**src/rtl/shift_ctrl_pkg.sv**
```systemverilog
// Shared constants for the shift/rotate controller.
//   WIDTH        datapath width (only 32 is supported)
//   OP_*         operation codes carried on the op input
//   ST_*         FSM state encoding
//   CNT_W        width of the remaining-count register (holds 0..32)
//   op_legal()   true for the five defined op codes
//   eff_count()  effective step count for an accepted request
package shift_ctrl_pkg;

    localparam int WIDTH = 32;
    localparam int CNT_W = 6;

    localparam logic [2:0] OP_SHR  = 3'b000;
    localparam logic [2:0] OP_SHRA = 3'b001;
    localparam logic [2:0] OP_SHL  = 3'b010;
    localparam logic [2:0] OP_ROR  = 3'b011;
    localparam logic [2:0] OP_ROL  = 3'b100;

    localparam logic [1:0] ST_IDLE = 2'd0;
    localparam logic [1:0] ST_RUN  = 2'd1;
    localparam logic [1:0] ST_DONE = 2'd2;

    function automatic logic op_legal(input logic [2:0] op);
        return op <= OP_ROL;
    endfunction

    // Rotates wrap, so only the low five bits matter. Shifts saturate at
    // 32 because any larger count gives the same fully-shifted value.
    function automatic logic [CNT_W-1:0] eff_count(input logic [2:0] op,
                                                   input logic [31:0] amount);
        if (op == OP_ROR || op == OP_ROL)
            return {1'b0, amount[4:0]};
        else if (amount >= 32'd32)
            return 6'd32;
        else
            return amount[5:0];
    endfunction

endpackage

```
**src/rtl/shift_step.sv**
```systemverilog
// One combinational step of the shift/rotate datapath.
//   value      current working value
//   op         operation code (legal codes only reach this block)
//   step_size  number of bit positions to move: 1 or 4
//   stepped    value after one step
import shift_ctrl_pkg::*;

module shift_step (
    input  logic [WIDTH-1:0] value,
    input  logic [2:0]       op,
    input  logic [2:0]       step_size,
    output logic [WIDTH-1:0] stepped
);

    logic four;
    assign four = (step_size == 3'd4);

    always_comb begin
        stepped = value;
        case (op)
            OP_SHR:  stepped = four ? {4'b0, value[WIDTH-1:4]}
                                    : {1'b0, value[WIDTH-1:1]};
            OP_SHRA: stepped = four ? {{4{value[WIDTH-1]}}, value[WIDTH-1:4]}
                                    : {value[WIDTH-1], value[WIDTH-1:1]};
            OP_SHL:  stepped = four ? {value[WIDTH-5:0], 4'b0}
                                    : {value[WIDTH-2:0], 1'b0};
            OP_ROR:  stepped = four ? {value[3:0], value[WIDTH-1:4]}
                                    : {value[0], value[WIDTH-1:1]};
            OP_ROL:  stepped = four ? {value[WIDTH-5:0], value[WIDTH-1:WIDTH-4]}
                                    : {value[WIDTH-2:0], value[WIDTH-1]};
            default: stepped = value;
        endcase
    end

endmodule

```
**src/rtl/shift_rot_ctrl.sv**
```systemverilog
// Multi-cycle shift/rotate controller (IDLE -> RUN -> DONE).
// A request is accepted in IDLE; the working register is then stepped once
// per RUN cycle until the effective count is used up, and done pulses for
// the single DONE cycle with result already valid.
// Optional build macro SHIFT_NIBBLE_STEP_EN: step 4 bits per cycle while at
// least 4 remain, then single bits.
//   clock    rising-edge clock
//   clear_n  asynchronous active-low reset
//   start    request, only sampled in IDLE
//   op       000 SHR, 001 SHRA, 010 SHL, 011 ROR, 100 ROL (others illegal)
//   operand  value to transform, latched on accept
//   amount   shift/rotate count, latched on accept
//   busy     high in RUN and DONE
//   done     one-cycle pulse, result valid
//   result   final value, held until the next accepted request completes
//   err      one-cycle pulse after start with an illegal op
module shift_rot_ctrl #(
    parameter int WIDTH = shift_ctrl_pkg::WIDTH
) (
    input  logic             clock,
    input  logic             clear_n,
    input  logic             start,
    input  logic [2:0]       op,
    input  logic [WIDTH-1:0] operand,
    input  logic [31:0]      amount,
    output logic             busy,
    output logic             done,
    output logic [WIDTH-1:0] result,
    output logic             err
);
    import shift_ctrl_pkg::*;

    logic [1:0]       state;
    logic [2:0]       op_q;
    logic [CNT_W-1:0] count;
    logic [CNT_W-1:0] count_next;
    logic [CNT_W-1:0] eff;
    logic [WIDTH-1:0] work;
    logic [WIDTH-1:0] stepped;
    logic [WIDTH-1:0] result_q;
    logic             err_q;
    logic [2:0]       step_size;

`ifdef SHIFT_NIBBLE_STEP_EN
    assign step_size = (count >= 6'd4) ? 3'd4 : 3'd1;
`else
    assign step_size = 3'd1;
`endif

    assign eff        = eff_count(op, amount);
    assign count_next = count - {3'b000, step_size};

    shift_step u_step (
        .value     (work),
        .op        (op_q),
        .step_size (step_size),
        .stepped   (stepped)
    );

    // result is captured on the edge that enters DONE (it is the final
    // working value), so it is already valid while done is high.
    always_ff @(posedge clock or negedge clear_n) begin
        if (!clear_n) begin
            state    <= ST_IDLE;
            op_q     <= OP_SHR;
            count    <= '0;
            work     <= '0;
            result_q <= '0;
            err_q    <= 1'b0;
        end else begin
            err_q <= 1'b0;
            case (state)
                ST_IDLE: begin
                    if (start) begin
                        if (op_legal(op)) begin
                            op_q  <= op;
                            work  <= operand;
                            count <= eff;
                            if (eff == '0) begin
                                state    <= ST_DONE;
                                result_q <= operand;
                            end else begin
                                state <= ST_RUN;
                            end
                        end else begin
                            err_q <= 1'b1;
                        end
                    end
                end
                ST_RUN: begin
                    work  <= stepped;
                    count <= count_next;
                    if (count_next == '0) begin
                        state    <= ST_DONE;
                        result_q <= stepped;
                    end
                end
                ST_DONE: state <= ST_IDLE;
                default: state <= ST_IDLE;
            endcase
        end
    end

    assign busy   = (state != ST_IDLE);
    assign done   = (state == ST_DONE);
    assign result = result_q;
    assign err    = err_q;

endmodule

```
**config.mk**
```make
export PLATFORM = sky130hd
export DESIGN_NAME = shift_rot_ctrl
export DESIGN_NICKNAME = d
export VERILOG_FILES = /design/src/rtl/shift_ctrl_pkg.sv /design/src/rtl/shift_step.sv /design/src/rtl/shift_rot_ctrl.sv
export SDC_FILE = /design/constraint.sdc
export NUM_CORES = 1
export LEC_CHECK = 0
export BUFFER_PORTS_ARGS = -buffer_cell sky130_fd_sc_hd__buf_2
export CORE_UTILIZATION = 25
export DETAILED_ROUTE_END_ITERATION = 8
export GPL_TIMING_DRIVEN = 0
export PLACE_DENSITY = 0.42
export SYNTH_ARGS = -nofsm -noshare
export SYNTH_HDL_FRONTEND = slang
export SYNTH_SLANG_ARGS = --single-unit
```
**constraint.sdc**
```tcl
create_clock -name clock -period 2.25 [get_ports clock]
set_clock_uncertainty 0.15 [all_clocks]
set_input_delay 0.1125 -clock clock [delete_from_list [all_inputs] [get_ports clock]]
set_output_delay 0.1125 -clock clock [all_outputs]
set_load 0.02 [all_outputs]
```
==> flow_summary.yaml, run 1 <==
timing:
  timing.fmax_mhz: 408
  setup_ws_ns: -0.200
  fin_crit_sh_pct: 109
  worstMarginPinSlew_ns: 0.550
  rsz0062_at_grt: "true"
  finalMaxSlewViolations: 0
  holdWs_ns: 0.00597
  slew_headroom_pct: 63.3
  final_hold_viol_count: 0
  setup_viol_count_final: 32
  layout_min_cycle_time_ns: 2.45
  tns_ns: -5.54
route:
  wl_um: 11700
  drtPass1Iterations: 4
  via_count: 3506
  vias_per_cell: 4.74
  route.detailed.drc: 0
  wire_per_inst_um: 15.8
  drt_iter0_drc: 172
  antenna_left: 0
final_layout:
  stdcell_count: 740
  insertedDiodeCount: 0
  syn2layout_area_growth_pct: 34.3
  nFillCells: 1676
  fin_nets: 591
  multi_input_area_um2: 2090
  seqCellArea_um2: 1900
  drive_gt1_share_pct: 43.5
run_status:
  status: "finished with violations"
  violations: "negative setup slack"
yosys:
  synth.area.top_cells: "dfrtp_1, mux2_4, mux2_2"
  netlist_top_cells_count: "dfrtp_1, nor2_1, nand2_1"
  synth_nets: 454
  synth_warnings: 0
  ys_ff_latch: 76
  ys_types: 43
  syn_avg_cell_area_um2: 10.7
  synth.top_cell.area_share_pct: 46.7
  ys.flop_type: "dfrtp_1"
  synth_area_um2: 4080
  synth_edf_count: 0
  async_flop_share_pct: 100
  post-synth-top-count-cell: "dfrtp_1"
  syn_inst: 382
  synth-seq-area-share_pct: 46.7
  yosysTopAreaCell: "dfrtp_1"
placement:
  place_ws_ns: -0.268
  placed_cells: 703
  post-dp-hpwl_um: 8110
  io_buffer_count: 104
  place_congestion: 0.736
global_route:
  gr-total-overflow: 0
  grt_pass1_wl_um: 18800
  antenna_found_initial: 0
  grt_max_degree: 56
  grt_use_total_pct: 14.7
  grt_pass1_vias: 3507
floorplan:
  rows: 46
  initial_core_util_pct: 25.7
  chipHeight_um: 130
  core-area_um2: 15900
  io_pins: 105
  die_w_um: 130
  die_area_um2: 16800
power:
  p_int_uw: 5670
  power_uw: 9640
  leakagePower_uw: 0.00250
  power_per_cell_area_nw_per_um2: 1760
  pwr-share-clk_pct: 14.4
  p_sw_share_pct: 41.2
  max-vdd-ir-drop_mv: 0.665
  p_switching_uw: 3970
  combPwrFrac_pct: 57.6
  power_frac_seq_pct: 28.0
critical_path:
  path_class: "flip-flop to flip-flop"
  endpoint: "result[11]"
  worstPathRequired_ns: 2.32
  startpoint_type: "flip-flop"
  rr_startpoint: "count[1]"
  crit_path_max_fanout: 10
  worst_ep_arrival_time_ns: 2.52
  rr_worst_depth: 9
  r2r-end: "result[11]"
  reg2reg_slack_ns: -0.20
  startpoint: "count[1]"
  crit_path_end_kind: "flip-flop"
cts:
  clk_path_buf_depth: 2
  cts_buffers: 9
  cts_root_buf: "clkbuf_16"
  clkLatencyLatePin_ns: 0.34
  cts_tree: "yes"
  clkSinkCount: 76
  htreeDepth: 3
  cts.reportedPaths.clkPinSlew_ns: 0.06
job:
  cap_violations: 0
worst_hold_path:
  hp-class: "input pin to flip-flop"
  min_path_cells: 4
==> final cells by class <==
| cell class | instances | share of cell area (%) |
|---|---|---|
| Clock inverter | 1 | 0.0914 |
| Timing Repair Buffer | 127 | 14.1 |
| Inverter | 8 | 0.549 |
| Multi-Input combinational cell | 274 | 38.1 |
| Sequential cell | 76 | 34.8 |
| Buffer | 23 | 2.40 |
| Clock buffer | 15 | 5.07 |
| Tap cell | 216 | 4.94 |
==> routing by layer <==
metal / GRT usage, % / vias to the layer above / wire [µm]
met4: 6.16 / 0 / 234
met2: 23.8 / 81 / 5460
met5: 0 / - / 0
li1: - / 1681 / -
met1: 19.4 / 1728 / 5510
met3: 2.71 / 16 / 485
==> power groups by stage <==
stage	logic, µW	clock network (µW)	registers (µW)
3_5_place_dp	5220	0	2710
5_1_grt	6130	1490	2810
4_1_cts	5520	1440	2680
2_1_floorplan	3620	0	2940
6_report	5550	1390	2700
3_3_place_gp	5180	0	2680
==> kinds of logic (layout without fill, tap and decap cells) <==
logic type,after synthesis,in the layout,share of synthesized area [%]
mux,67,67,21.1
simple gates,111,111,12.2
fa+ha+maj,2,2,0.614
buf+inv,32,174,3.65
xor+xnor,3,3,0.645
compound gates,91,91,15.0
flops,76,76,46.7
==> metrics by stage <==
stage,instance area (µm²),utilization [%]
2_1_floorplan,4100,-
3_3_place_gp,4890,30.8
3_5_place_dp,4920,31.0
4_1_cts,5440,34.2
5_1_grt,5470,34.5
6_report,5470,34.5
==> worst max-delay path: stages (launching register included) <==
cell,delay (ns)
dfrtp_1,0.36
inv_2,0.06
ha_4,0.16
xor2_1,0.13
or4b_1,0.48
o21ai_2,0.19
nand4_4,0.16
buf_4,0.19
buf_8,0.15
mux2_4,0.30
==> registers in the layout, indices dropped and copies added (netlist names) <==
name	flops
work	32
op_q	3
state	2
result	32
count	6
err	1
==> how the worst min path moves through the flow <==
stage                     startpoint   endpoint
final                     operand[0]    work[0]
after global routing      operand[0]    work[0]
after CTS                 operand[0]    work[0]
after detailed placement     clear_n  result[6]
after global placement     amount[4]   count[4]
after floorplan              clear_n   count[0]
==> layout by cell type (no fill, tap or decap), types with 9 or more instances in the layout <==
cell             n
a21oi_1         35
o21ai_0          9
mux2_2          37
nand2_1         42
nor2_1          44
a221oi_1        23
dlygate4sd3_1   11
mux2_4          29
clkbuf_1        10
buf_4           12
buf_2          111
clkbuf_16        9
dfrtp_1         75
==> timing repair <==
action	in CTS	in global routing
hold buffers	11	0
resized for setup	15	17
cloned	1	0
endpoints found under the hold margin	85	0
setup buffers	9	1
pin swaps	0	0
setup endpoints to repair	44	43
No activity file was read; power rests on OpenSTA's default activity.
==> run 2: changes to the inputs <==
PLACE_DENSITY = 0.51   (was 0.42)
==> run 2 against run 1 <==
Effect of this change: the flow still finishes with violations (negative setup slack); utilization is 0.73 points higher; critical path depth stayed put; worst hold slack better by 0.021 ns; routed wire length is 2.9% lower; combinational power is 3% higher; critical endpoint is now result[2]; highest routed layer unchanged.
==> flow_summary.yaml, run 2 (synthesis results as in run 1) <==
cts:
  cts_buffers: 9
  cts.reportedPaths.clkPinSlew_ns: 0.06
  clkSinkCount: 76
  cts_tree: "yes"
  clkLatencyLatePin_ns: 0.34
  clk_path_buf_depth: 2
  htreeDepth: 3
  cts_root_buf: "clkbuf_16"
critical_path:
  worst_ep_arrival_time_ns: 2.52
  endpoint: "result[2]"
  startpoint_type: "flip-flop"
  worstPathRequired_ns: 2.32
  r2r-end: "result[2]"
  rr_startpoint: "count[0]"
  path_class: "flip-flop to flip-flop"
  reg2reg_slack_ns: -0.21
  crit_path_end_kind: "flip-flop"
  startpoint: "count[0]"
  crit_path_max_fanout: 10
  rr_worst_depth: 9
global_route:
  top_usage_layer: "met2"
  grt_max_degree: 71
  grt_use_total_pct: 13.9
  antenna_found_initial: 0
  globalRouteMet1Util_pct: 18.3
  grt_pass1_vias: 3522
  grt_pass1_wl_um: 18100
  use_met2_pct: 23.2
  grt_use_met3_pct: 2.95
  gr-total-overflow: 0
worst_hold_path:
  hp-class: "input pin to flip-flop"
  hp-start: "op[2]"
  min_path_cells: 3
timing:
  finalMaxSlewViolations: 0
  worstMarginPinSlew_ns: 0.560
  layout_min_cycle_time_ns: 2.46
  timing.fmax_mhz: 407
  tns_ns: -6.10
  final_hold_viol_count: 0
  slew_headroom_pct: 62.6
  holdWs_ns: 0.0268
  setup_viol_count_final: 32
  rsz0062_at_grt: "true"
  setup_ws_ns: -0.205
  fin_crit_sh_pct: 109
final_layout:
  layout_commonest_cell: "buf_2"
  fin_nets: 596
  drive_gt1_share_pct: 44.2
  stdcell_area_um2: 5590
  insertedDiodeCount: 0
  syn2layout_area_growth_pct: 37.1
  layout_common_cells: "buf_2, dfrtp_1, nor2_1"
run_status:
  violations: "negative setup slack"
  status: "finished with violations"
route:
  vias_per_cell: 4.72
  antenna_left: 0
  drt_iter0_drc: 236
  drtPass1Iterations: 4
  wire_per_inst_um: 15.2
  route.detailed.drc: 0
  wl_um: 11400
  via_count: 3519
job:
  cap_violations: 0
power:
  power_frac_seq_pct: 27.0
  leakagePower_uw: 0.00255
  max-vdd-ir-drop_mv: 0.692
  p_sw_share_pct: 39.9
  p_int_uw: 5970
  power_per_cell_area_nw_per_um2: 1780
  pwr-share-clk_pct: 15.7
  p_switching_uw: 3970
  combPwrFrac_pct: 57.3
placement:
  placed_area_um2: 4920
  io_buffer_count: 104
  place_ws_ns: -0.281
  post-dp-hpwl_um: 7810
  place_congestion: 0.733
floorplan:
  core-area_um2: 15900
  die_w_um: 130
  initial_core_util_pct: 25.7
  die_area_um2: 16800
  chipHeight_um: 130
  io_pins: 105
  rows: 46
-- run 2: cell type report --
| class | instances | area, µm² |
|---|---|---|
| inverter | 8 | 30.0 |
| clock inverter | 5 | 75.1 |
| multi-input combinational | 274 | 2080 |
| tap | 216 | 270 |
| buffer | 24 | 161 |
| fill | 1656 | 10300 |
| sequential | 76 | 1900 |
| clock buffer | 11 | 243 |
| timing repair buffer | 131 | 823 |
-- run 2: worst min-delay path by stage --
stage	end	slack, ns
2_1_floorplan	count[0]	-0.33
4_1_cts	err	0.0008
3_3_place_gp	count[4]	0.18
6_report	err	0.03
3_5_place_dp	result[25]	-0.21
5_1_grt	err	0.04
-- run 2: metrics by stage --
stage	cells	utilization [%]	power [µW]
floorplan	382	-	6560
global placement	702	30.8	7770
CTS	743	34.8	9880
global route	745	35.2	10700
finish	745	35.2	9940
detailed placement	703	31.0	7880
-- run 2: per-layer routing --
layer	share of wire [%]	up-vias
met5	0	-
met4	0.86	0
met3	4.2	9
met2	49	88
met1	46	1733
li1	-	1689
-- run 2: worst max-delay path, stage by stage (launching register included) --
cell and delay, ns:
dfrtp_1 0.37, inv_2 0.06, ha_4 0.15, xor2_1 0.14, or4b_4 0.50, o21ai_4 0.17, nand4_4 0.17, buf_6 0.19
buf_12 0.14, mux2_4 0.30
-- run 2: repair_timing --
item	4_1_cts	5_1_grt
setup buffers	11	3
endpoints found under the setup margin	44	45
cloned	1	0
hold buffers	12	0
hold endpoints to repair	86	0
pin swaps	2	3
resized for setup	18	23
-- run 2: power groups by stage --
| stage | clock network, µW | registers [µW] | logic, µW |
|---|---|---|---|
| floorplan | 0 | 2940 | 3620 |
| global route | 1670 | 2790 | 6230 |
| global placement | 0 | 2660 | 5110 |
| finish | 1560 | 2680 | 5690 |
| detailed placement | 0 | 2680 | 5190 |
| CTS | 1620 | 2660 | 5600 |
